File: src/rtl/mux21_arbiter.sv
`default_nettype none
// ============================================================================
// Module   : mux21_arbiter
// Purpose  : Two-requester round-robin arbiter for the shared mux21 datapath.
//            Owns the mux select, grants one requester at a time with a
//            burst limit, and registers the selected word into a one-entry
//            valid/ready output stage.
// Revision : 1.0 - initial release
// ============================================================================
module mux21_arbiter #(
  parameter int WIDTH    = 1,
  parameter int MAXBURST = 4   // legal range 1..15
) (
  input  logic             CLK,
  input  logic             RST,
  input  logic             REQ0,
  input  logic [WIDTH-1:0] D0,
  output logic             GNT0,
  input  logic             REQ1,
  input  logic [WIDTH-1:0] D1,
  output logic             GNT1,
  output logic             S,
  output logic [WIDTH-1:0] Y,
  output logic             YV,
  input  logic             YRDY
);

  typedef enum logic [1:0] {
    ST_IDLE = 2'd0,
    ST_OWN0 = 2'd1,
    ST_OWN1 = 2'd2
  } state_t;

  localparam logic [3:0] MAX_CNT = 4'(MAXBURST);

  state_t           state_q, state_d;
  logic [3:0]       cnt_q, cnt_d;
  logic             last_q, last_d;
  logic             s_q, s_d;
  logic [WIDTH-1:0] y_q, y_d;
  logic             yv_q, yv_d;

  logic             free;
  logic             beat;

  // Grants: the current owner is accepted whenever the output stage can take a word
  always_comb begin
    free = ~yv_q | YRDY;
    GNT0 = (state_q == ST_OWN0) & REQ0 & free;
    GNT1 = (state_q == ST_OWN1) & REQ1 & free;
    beat = GNT0 | GNT1;
  end

  // Output stage: load on a beat, otherwise drain when the consumer takes the word.
  // S always tracks the owner while in OWNx, so it doubles as the data select.
  always_comb begin
    y_d  = y_q;
    yv_d = yv_q;
    if (beat) begin
      y_d  = s_q ? D1 : D0;
      yv_d = 1'b1;
    end else if (yv_q & YRDY) begin
      yv_d = 1'b0;
    end
  end

  // Ownership FSM: round-robin on ties, hand over on request drop or burst limit
  always_comb begin
    logic       own_id;
    logic       req_own;
    logic       req_oth;
    logic       nxt;
    logic [3:0] cnt_inc;

    state_d = state_q;
    cnt_d   = cnt_q;
    last_d  = last_q;
    s_d     = s_q;
    own_id  = (state_q == ST_OWN1);
    req_own = own_id ? REQ1 : REQ0;
    req_oth = own_id ? REQ0 : REQ1;
    nxt     = 1'b0;
    cnt_inc = cnt_q + 4'd1;

    case (state_q)
      ST_IDLE: begin
        cnt_d = 4'd0;
        if (REQ0 | REQ1) begin
          // On a tie the requester that did not own last wins
          nxt     = (REQ0 & REQ1) ? ~last_q : REQ1;
          state_d = nxt ? ST_OWN1 : ST_OWN0;
          s_d     = nxt;
        end
      end
      ST_OWN0, ST_OWN1: begin
        if (!req_own) begin
          // Request drop takes priority over a coincident burst-limit beat
          last_d = own_id;
          cnt_d  = 4'd0;
          if (req_oth) begin
            state_d = own_id ? ST_OWN0 : ST_OWN1;
            s_d     = ~own_id;
          end else begin
            state_d = ST_IDLE;
          end
        end else if (beat) begin
          if (cnt_inc == MAX_CNT) begin
            cnt_d = 4'd0;
            if (req_oth) begin
              last_d  = own_id;
              state_d = own_id ? ST_OWN0 : ST_OWN1;
              s_d     = ~own_id;
            end
          end else begin
            cnt_d = cnt_inc;
          end
        end
      end
      default: begin
        state_d = ST_IDLE;
        cnt_d   = 4'd0;
      end
    endcase
  end

  // State and output-stage registers; reset discards any held word
  always_ff @(posedge CLK) begin
    if (RST) begin
      state_q <= ST_IDLE;
      cnt_q   <= 4'd0;
      last_q  <= 1'b1;
      s_q     <= 1'b0;
      y_q     <= '0;
      yv_q    <= 1'b0;
    end else begin
      state_q <= state_d;
      cnt_q   <= cnt_d;
      last_q  <= last_d;
      s_q     <= s_d;
      y_q     <= y_d;
      yv_q    <= yv_d;
    end
  end

  assign S  = s_q;
  assign Y  = y_q;
  assign YV = yv_q;

endmodule
`default_nettype wire

File: config.mk
export PLATFORM = sky130hd
export DESIGN_NAME = mux21_arbiter
export DESIGN_NICKNAME = d
export VERILOG_FILES = /design/src/rtl/mux21_arbiter.sv
export SDC_FILE = /design/constraint.sdc
export NUM_CORES = 1
export LEC_CHECK = 0
export BUFFER_PORTS_ARGS = -buffer_cell sky130_fd_sc_hd__buf_2
export CORE_AREA = 2 2 39 41
export DETAILED_ROUTE_END_ITERATION = 7
export DIE_AREA = 0 0 41 43
export HOLD_SLACK_MARGIN = 0.03
export PLACE_DENSITY = 0.69
export SLEW_MARGIN = 10
export SYNTH_ARGS = -nofsm -noshare
export SYNTH_HDL_FRONTEND = slang
export SYNTH_SLANG_ARGS = --single-unit
File: constraint.sdc
create_clock -name CLK -period 4.5 [get_ports CLK]
set_input_delay 0.225 -clock CLK [delete_from_list [all_inputs] [get_ports CLK]]
set_output_delay 0.225 -clock CLK [all_outputs]
set_load 0.05 [all_outputs]
# Word-level counts from Yosys, hierarchy flattened
# Index checks and enable logic that the tools add are counted.
[op_classes]
reduce_logical = 8
mux = 26
bitwise_logic = 14
n_eq_ne = 10
n_addsub = 1
[ops]
columns = ["cell", "count"]
rows = [
  ["2-to-1 mux 2 bit", 8],
  ["2-to-1 mux 1 bit", 15],
  ["AND reduction 4 bit", 3],
  ["!= test 3 bit (second input constant)", 3],
  ["AND 1 bit", 6],
  ["NOT 1 bit", 5],
  ["adder 4 x 1 -> 4 bit (second input constant)", 1],
  ["equality test 4 x 3 -> 1 bit (second input constant)", 1],
  ["2-to-1 mux 4 bit", 1],
  ["!= test 2 x 1 -> 1 bit (second input constant)", 2],
  ["!= test 2 bit (second input constant)", 2],
  ["one-hot mux 2 bit (2 select lines)", 1],
  ["nonzero test 2 bit", 2],
  ["OR 1 bit", 3],
  ["OR reduction 3 bit", 1],
  ["equality test 2 x 1 -> 1 bit (second input constant)", 1],
  ["equality test 2 bit (second input constant)", 1],
  ["zero test 2 bit", 1],
  ["one-hot mux 1 bit (2 select lines)", 1],
  ["OR reduction 2 bit", 1],
]
[word_totals]
reg_bits = 10
elab_cells = 65
output_inout_bits = 5
in_bits = 7

# Logic depth before layout (Yosys ltp)
# Gate-level depths: netlist of the first run.
[logic_depth]
depth_word = 7
mapped_depth = 7
depth_no_buf = 6

# Worst setup path before layout of the first run
# Ideal clock, no wire load.
[synth_path]
path_type = "flip-flop to flip-flop"
start = "register state_q[0]"
end = "register state_q[1]"
path_stages_with_launch = 8
path_buffers = 1
period_less_slack_ns = 1.861
t_required_ns = 4.428
t_arrival_ns = 1.790
slack_ns = 2.639
setup_time_ns = 0.072
cell_sequence = "dfxtp_1 inv_1 ha_1 clkbuf_1 nor2b_1 a21oi_1 or4_1 mux2i_1"
[synth_between]
elab_chain_cells = 7
word_cells_on_any_way = 23
cone_classes = "6 x eq/ne; 9 x mux; 5 x bitwise; 3 x reduce/logical"
[synth_lines]
columns = ["element", "line", "rtl"]
rows = [
  ["from (decl)", "36", "state_t state_q, state_d;"],
  ["from (signal assigned)", "136", "state_q <= state_d;"],
  ["equality test 2 bit", "50, 79, 85", ""],
  ["2-to-1 mux 2 bit", "101, 111", ""],
  ["2-to-1 mux 2 bit", "109", "if (req_oth) begin"],
  ["2-to-1 mux 2 bit", "107", "if (cnt_inc == MAX_CNT) begin"],
  ["2-to-1 mux 2 bit", "106", "end else if (beat) begin"],
  ["2-to-1 mux 2 bit", "96", "if (!req_own) begin"],
  ["one-hot mux 2 bit (2 select lines)", "85", "case (state_q)"],
]
# Parallel ways exist; a longest one is shown, timed or not. The select of a mux whose other input is x is not followed.
# A chain may end at the register's enable or synchronous reset.

# Worst setup path after layout of the first run
[layout_path]
start = "register state_q[0]"
end = "register state_q[0]"
# The elaborated chain is that of the path after synthesis.

==> results of run 1 <==
-- worst min path at each step --
stage / start / to / slack (ns) / cells after the start
after floorplan: RST / YV / 0.29 / 1
after global placement: Y / Y / 0.49 / 2
after detailed placement: cnt_q[1] / cnt_q[1] / 0.49 / 2
after CTS: RST / YV / 0.22 / 2
after global routing: RST / YV / 0.26 / 2
final: RST / YV / 0.22 / 2
-- through the flow --
| step | instance area, µm² | util, % |
|---|---|---|
| 2_1_floorplan | 667 | - |
| 3_3_place_gp | 726 | 52.4 |
| 3_5_place_dp | 726 | 52.4 |
| 4_1_cts | 748 | 54.1 |
| 5_1_grt | 748 | 54.1 |
| 6_report | 748 | 54.1 |
-- flip-flops by register name (all words and copies together) (netlist names) --
name / cells
state_q: 2
S: 1
Y: 1
YV: 1
cnt_q: 4
last_q: 1
-- power by group --
| group | switching (mW) | total [mW] | internal (mW) |
|---|---|---|---|
| combinational | 0.160 | 0.248 | 0.0887 |
| clock | 0.0293 | 0.0602 | 0.0309 |
| sequential | 0.0170 | 0.127 | 0.110 |
-- metal layers --
| metal | GRT usage, % | up-vias | share of wire [%] |
|---|---|---|---|
| met3 | 7.85 | 2 | 5.1 |
| met4 | 6.00 | 0 | 0.56 |
| met1 | 26.5 | 290 | 47 |
| met5 | 0 | - | 0 |
| met2 | 28.7 | 12 | 47 |
| li1 | - | 319 | - |
-- cells by family after synthesis --
group,share of synthesized area (%)
AO/OA/AOI/OAI,22.5
flip-flops,30.0
buffers and inverters,4.69
adder cells (fa/ha/maj),9.38
multiplexers,9.19
AND/OR/NAND/NOR,22.9
XOR/XNOR,1.31
-- synth_stat cells --
master    number  area share (%)
nor3b_1        2             2.3
nor2_1         9             5.1
o311ai_0       1             1.3
a22oi_1        1             1.1
dfxtp_1       10              30
nor3_1         1            0.75
a22o_1         1             1.3
a41oi_1        1             1.3
nand3_1        3             2.3
clkbuf_1       3             1.7
a211oi_1       2             2.3
nand2b_1       1            0.94
inv_1          4             2.3
a31o_2         1             1.3
o211ai_1       1             1.1
xnor2_1        1             1.3
clkbuf_2       1            0.75
a211o_1        1             1.3
ha_1           5             9.4
and3_1         2             1.9
nand2_1        6             3.4
mux2_2         1             1.7
or3b_1         1             1.3
or4_1          2             2.3
o31ai_1        1             1.1
a21bo_2        1             1.5
nor2b_1        3             2.8
mux2i_1        5             7.5
a311oi_1       1             1.3
o21ai_0        3             2.3
a21oi_1        7             5.3
-- final cells by class --
class                           count  area, µm²  area share [%]
Tap cell                           16       20.0            2.68
Clock buffer                        3       22.5            3.01
Sequential cell                    10        200            26.8
Multi-Input combinational cell     64        435            58.2
Inverter                            4       15.0            2.01
Timing Repair Buffer               11       55.1            7.36
==> impl_results.rst, run 1 <==
.. list-table::
   :header-rows: 1

   * - Metric
     - Value
   * - Total number of vias
     - 623
   * - FF-to-FF setup slack
     - 2.48 ns
   * - Die extent in x
     - 41 µm
   * - Most frequent cells in the layout
     - buf_2, dfxtp_1, nor2_1, a21oi_1, nand2_1
   * - Total power divided by cell area
     - 582 nW/µm²
   * - Number of nets in the layout
     - 106
   * - CTS hold repair buffers
     - 0
   * - Number of diodes added for antenna fixing
     - 0
   * - Average wire length per cell after detail routing
     - 13.1 µm
   * - Worst-case setup margin in the final layout
     - 2.48 ns
   * - Largest net degree at the start of global routing
     - 12
   * - Drt initial violations
     - 16
   * - Critical path startpoint category
     - flop
   * - Layout cells sized above 1
     - 18.5%
   * - Sink count of the clock tree
     - 10
   * - First drt pass iteration count
     - 4
   * - Antenna violations before repair
     - 0
   * - Vert. Die Dim
     - 43 µm
   * - Pin slew with the least headroom to its limit
     - 0.539 ns
   * - Total global-route track usage
     - 19.9%
   * - Accumulated negative setup slack
     - 0 ns
   * - Post-CTS setup buffer count
     - 0
   * - Family of cells with the greatest summed delay on the critical path
     - simple AND/OR/NAND/NOR gates
   * - Final Hold Violating Endpoints
     - 0
   * - Number of unique standard cell types used by synthesis
     - 31
   * - Most common library cell in the layout ignoring fill and taps
     - buf_2
   * - Post-synthesis instance area
     - 667 µm²
   * - Crit path DAT
     - 2.18 ns
   * - Worst hold-check path type
     - in -> reg
   * - Sum of overflow across all layers after global routing
     - 0
   * - RSZ-0062 raised after global routing
     - false
   * - Number of vias per cell
     - 5.77
   * - Cell count of the worst reg-to-reg path
     - 6
   * - Instance count of the mapped netlist
     - 82
   * - Average size of a mapped cell
     - 8.13 µm²
   * - Cells along the critical path
     - inv_1 -> ha_1 -> a22oi_1 -> or4_1 -> a31o_2 -> mux2i_1
   * - Overall power after layout
     - 0.435 mW
   * - Filler Cell Count
     - 150
   * - Max Slew Vio Count
     - 0
   * - Final RePlAce weighted congestion
     - 0.793
   * - Kind of end point of the critical path
     - flop
   * - Signed area change from the synthesized netlist to the final layout
     - 12.2%
   * - Placed cell count
     - 105
   * - Number of buffers on the longest clock path
     - 2
   * - Status
     - complete, no violations
   * - Effective utilization at floorplan
     - 48.2%
   * - Critical path destination
     - state_q[0]
   * - Core Region
     - 1380 µm²
   * - Portion of the clock cycle consumed by the worst path in the final layout
     - 45.0%
   * - Pre-CTS worst setup slack
     - 2.50 ns
   * - Number of global-route vias before repair
     - 557
   * - Total wirelength of the detailed-routed design
     - 1420 µm
   * - Leak
     - 0.321 nW
   * - CTS buffer count
     - 3
   * - Maximum ir drop on the vdd rail
     - 0.268 mV
   * - Total number of H-tree levels
     - 1
   * - Standard cell with the maximum stage delay on the critical path
     - or4_1
   * - Share of synthesized area occupied by flip-flops and latches
     - 30.0%
   * - Slowest cell delay on critical path
     - 0.54 ns
   * - Post-synthesis register bit count
     - 10
   * - Crit. Startpoint
     - state_q[0]
   * - Maxcap violations
     - 0
   * - Relative slew slack
     - 64.0%
   * - Clock latency on the worst-skew pair
     - 0.27 ns
   * - Post-DP HPWL
     - 1070 µm
   * - Count of port buffers added during placement
     - 11
   * - CTS tree
     - built
   * - CP max FO
     - 7
   * - Global-route wire length before repair
     - 2370 µm
   * - Worst setup path category
     - reg -> reg
   * - Clock transition at the register clock pins on the worst setup and hold paths after CTS
     - 0.06 ns
   * - Count of instances resized after the clock tree is built
     - 0
   * - Worst reg2reg path endpoint
     - state_q[0]
   * - Launching point of the worst reg2reg path
     - state_q[0]
   * - Hold WS
     - 0.224 ns
   * - Buffers and inverters on the worst path
     - 1
   * - Yosys synthesis warning count
     - 0
   * - Number of cells in the finished layout apart from fillers
     - 108
   * - Antenna violation net count after detailed routing
     - 0
   * - Die ar.
     - 1760 µm²
   * - Crit. path cell count
     - 6
   * - Number of top-level design ports
     - 12
   * - Worst Clk Skew
     - 0.00447 ns
   * - Root buffer selected by CTS
     - clkbuf_4
   * - Number of placement rows
     - 14
   * - Max Clock Freq
     - 494 MHz
   * - Setup violations, final
     - 0
   * - Clock period minus worst slack
     - 2.02 ns
   * - Post-Syn Nets
     - 94
   * - Final routed DRC violation total
     - 0
   * - Req. time, crit path
     - 4.66 ns
No activity file was read; power rests on OpenSTA's default activity.
==> run 2, diff against run 1 <==
clock period = 2 ns   (was 4.5 ns; I/O delays follow)
==> impl_results.rst, run 2 (synthesis gave the netlist of run 1 again) <==
.. list-table::
   :header-rows: 1

   * - Metric
     - Value
   * - Post-CTS setup buffer count
     - 0
   * - Average wire length per cell after detail routing
     - 13.1 µm
   * - Vert. Die Dim
     - 43 µm
   * - Largest register FFs
     - 4
   * - RSZ-0062 raised after global routing
     - false
   * - Power share of the combinational group
     - 56.2%
   * - Total number of H-tree levels
     - 1
   * - Final Hold Violating Endpoints
     - 0
   * - Top flop regs
     - cnt_q x4, state_q x2
   * - Max Slew Vio Count
     - 0
   * - Most common library cell in the layout ignoring fill and taps
     - buf_2
   * - First drt pass iteration count
     - 4
   * - Total number of vias
     - 632
   * - Cell Int Power
     - 0.584 mW
   * - Setup violations, final
     - 0
   * - Clock transition at the register clock pins on the worst setup and hold paths after CTS
     - 0.07 ns
   * - CTS tree
     - built
   * - Number of top-level design ports
     - 12
   * - Post-DP HPWL
     - 1100 µm
   * - Worst setup path category
     - reg -> reg
   * - Share of total power consumed by net switching
     - 45.3%
   * - Accumulated negative setup slack
     - 0 ns
   * - Number of placement rows
     - 14
   * - Leak
     - 0.337 nW
   * - Worst Clk Skew
     - 0.00318 ns
   * - Maxcap violations
     - 0
   * - Number of global-route vias before repair
     - 542
   * - M1 WL
     - 684 µm
   * - Worst hold-check path type
     - in -> reg
   * - Maximum ir drop on the vdd rail
     - 0.585 mV
   * - Dpl cell area
     - 741 µm²
   * - CTS hold repair buffers
     - 0
   * - Core Region
     - 1380 µm²
   * - Pre-CTS worst setup slack
     - 0.0764 ns
   * - Largest register by flop count
     - cnt_q
   * - Portion of the clock cycle consumed by the worst path in the final layout
     - 96.3%
   * - Hold WS
     - 0.111 ns
   * - CTS buffer count
     - 3
   * - Net switching power of the design
     - 0.484 mW
   * - Sum of overflow across all layers after global routing
     - 0
   * - Max Clock Freq
     - 519 MHz
   * - Req. time, crit path
     - 2.15 ns
   * - Clock latency on the worst-skew pair
     - 0.26 ns
   * - Pin slew with the least headroom to its limit
     - 0.464 ns
   * - Final RePlAce weighted congestion
     - 0.821
   * - Global-route wire length before repair
     - 2390 µm
   * - Die extent in x
     - 41 µm
   * - Summed area of non-filler cells in the final layout
     - 786 µm²
   * - Number of diodes added for antenna fixing
     - 0
   * - Total global-route track usage
     - 19.8%
   * - Total area of multi-input combinational cells
     - 443 µm²
   * - Total wirelength of the detailed-routed design
     - 1450 µm
   * - Count of port buffers added during placement
     - 11
   * - Antenna violation net count after detailed routing
     - 0
   * - Most frequent cells in the layout
     - buf_2, dfxtp_1, nor2_1, a21oi_1, nand2_1
   * - Flip-flop and latch area
     - 201 µm²
   * - Overall power after layout
     - 1.07 mW
   * - Signed area change from the synthesized netlist to the final layout
     - 17.8%
   * - Root buffer selected by CTS
     - clkbuf_4
   * - Status
     - complete, no violations
   * - Effective utilization at floorplan
     - 48.2%
   * - Critical path startpoint category
     - flop
   * - Die ar.
     - 1760 µm²
   * - Kind of end point of the critical path
     - flop
   * - Number of nets in the layout
     - 108
   * - Drt initial violations
     - 17
   * - Crit path DAT
     - 2.08 ns
   * - Number of vias per cell
     - 5.69
   * - Number of buffers on the longest clock path
     - 2
   * - Clock period minus worst slack
     - 1.93 ns
   * - CP max FO
     - 3
   * - Layout cells sized above 1
     - 25.3%
   * - Final routed DRC violation total
     - 0
   * - Topmost layer with routed signal wires
     - met3
   * - Filler Cell Count
     - 138
   * - Worst-case setup margin in the final layout
     - 0.0746 ns
   * - Wire length on met3
     - 31 µm
   * - Total power divided by cell area
     - 1360 nW/µm²
   * - Routed length on met2
     - 734 µm
   * - Sink count of the clock tree
     - 10
   * - Clock power share
     - 17.1%
   * - Antenna violations before repair
     - 0
   * - Relative slew slack
     - 69.0%
   * - Largest net degree at the start of global routing
     - 12
   * - Proportion of power drawn by flip-flops and latches
     - 26.8%
## run 2: stage by stage
stage / util, % / std cells
6_report: 56.8 / 111
5_1_grt: 56.8 / 111
4_1_cts: 56.1 / 111
3_5_place_dp: 53.5 / 107
3_3_place_gp: 53.5 / 107
2_1_floorplan: - / 82
## run 2: critical path, cell delays in order, from the launching register on
cell and delay [ns]:
dfxtp_1 0.35, ha_2 0.19, or3b_4 0.39, or4_1 0.48, a31o_2 0.29, mux2i_1 0.11
## run 2: final cells by class
class                   count  area share (%)
multi-input cells          64            56.4
inverters                   4            1.91
repair buffers             13            8.92
clock buffers               4            4.62
flip-flops and latches     10            25.6
well taps                  16            2.55
## run 2: repair_timing
action                                 CTS  global route
endpoints found under the hold margin    0             0
setup endpoints to repair                0             3
resized for setup                        0             5
## run 2: final timing paths
path                                    to  startpoint  depth (start not counted)  slack (ns)
worst max-delay path            state_q[1]    cnt_q[1]                          5        0.07
worst min-delay path                    YV         RST                          2        0.11
worst max register to register  state_q[1]    cnt_q[1]                          5        0.07
worst min register to register           Y           Y                          2        0.50
## run 2: power groups by stage
stage | Clock [mW] | Sequential [mW] | Combinational [mW]
finish | 0.182 | 0.286 | 0.600
global route | 0.197 | 0.289 | 0.661
CTS | 0.189 | 0.284 | 0.586
detailed placement | 0 | 0.289 | 0.584
global placement | 0 | 0.285 | 0.582
floorplan | 0 | 0.353 | 0.376
## run 2: metal layers
| layer | up-vias | GRT usage [%] |
|---|---|---|
| li1 | 325 | - |
| met1 | 301 | 26.1 |
| met2 | 6 | 30.6 |
| met3 | 0 | 4.71 |
| met4 | 0 | 6.00 |
| met5 | - | 0 |
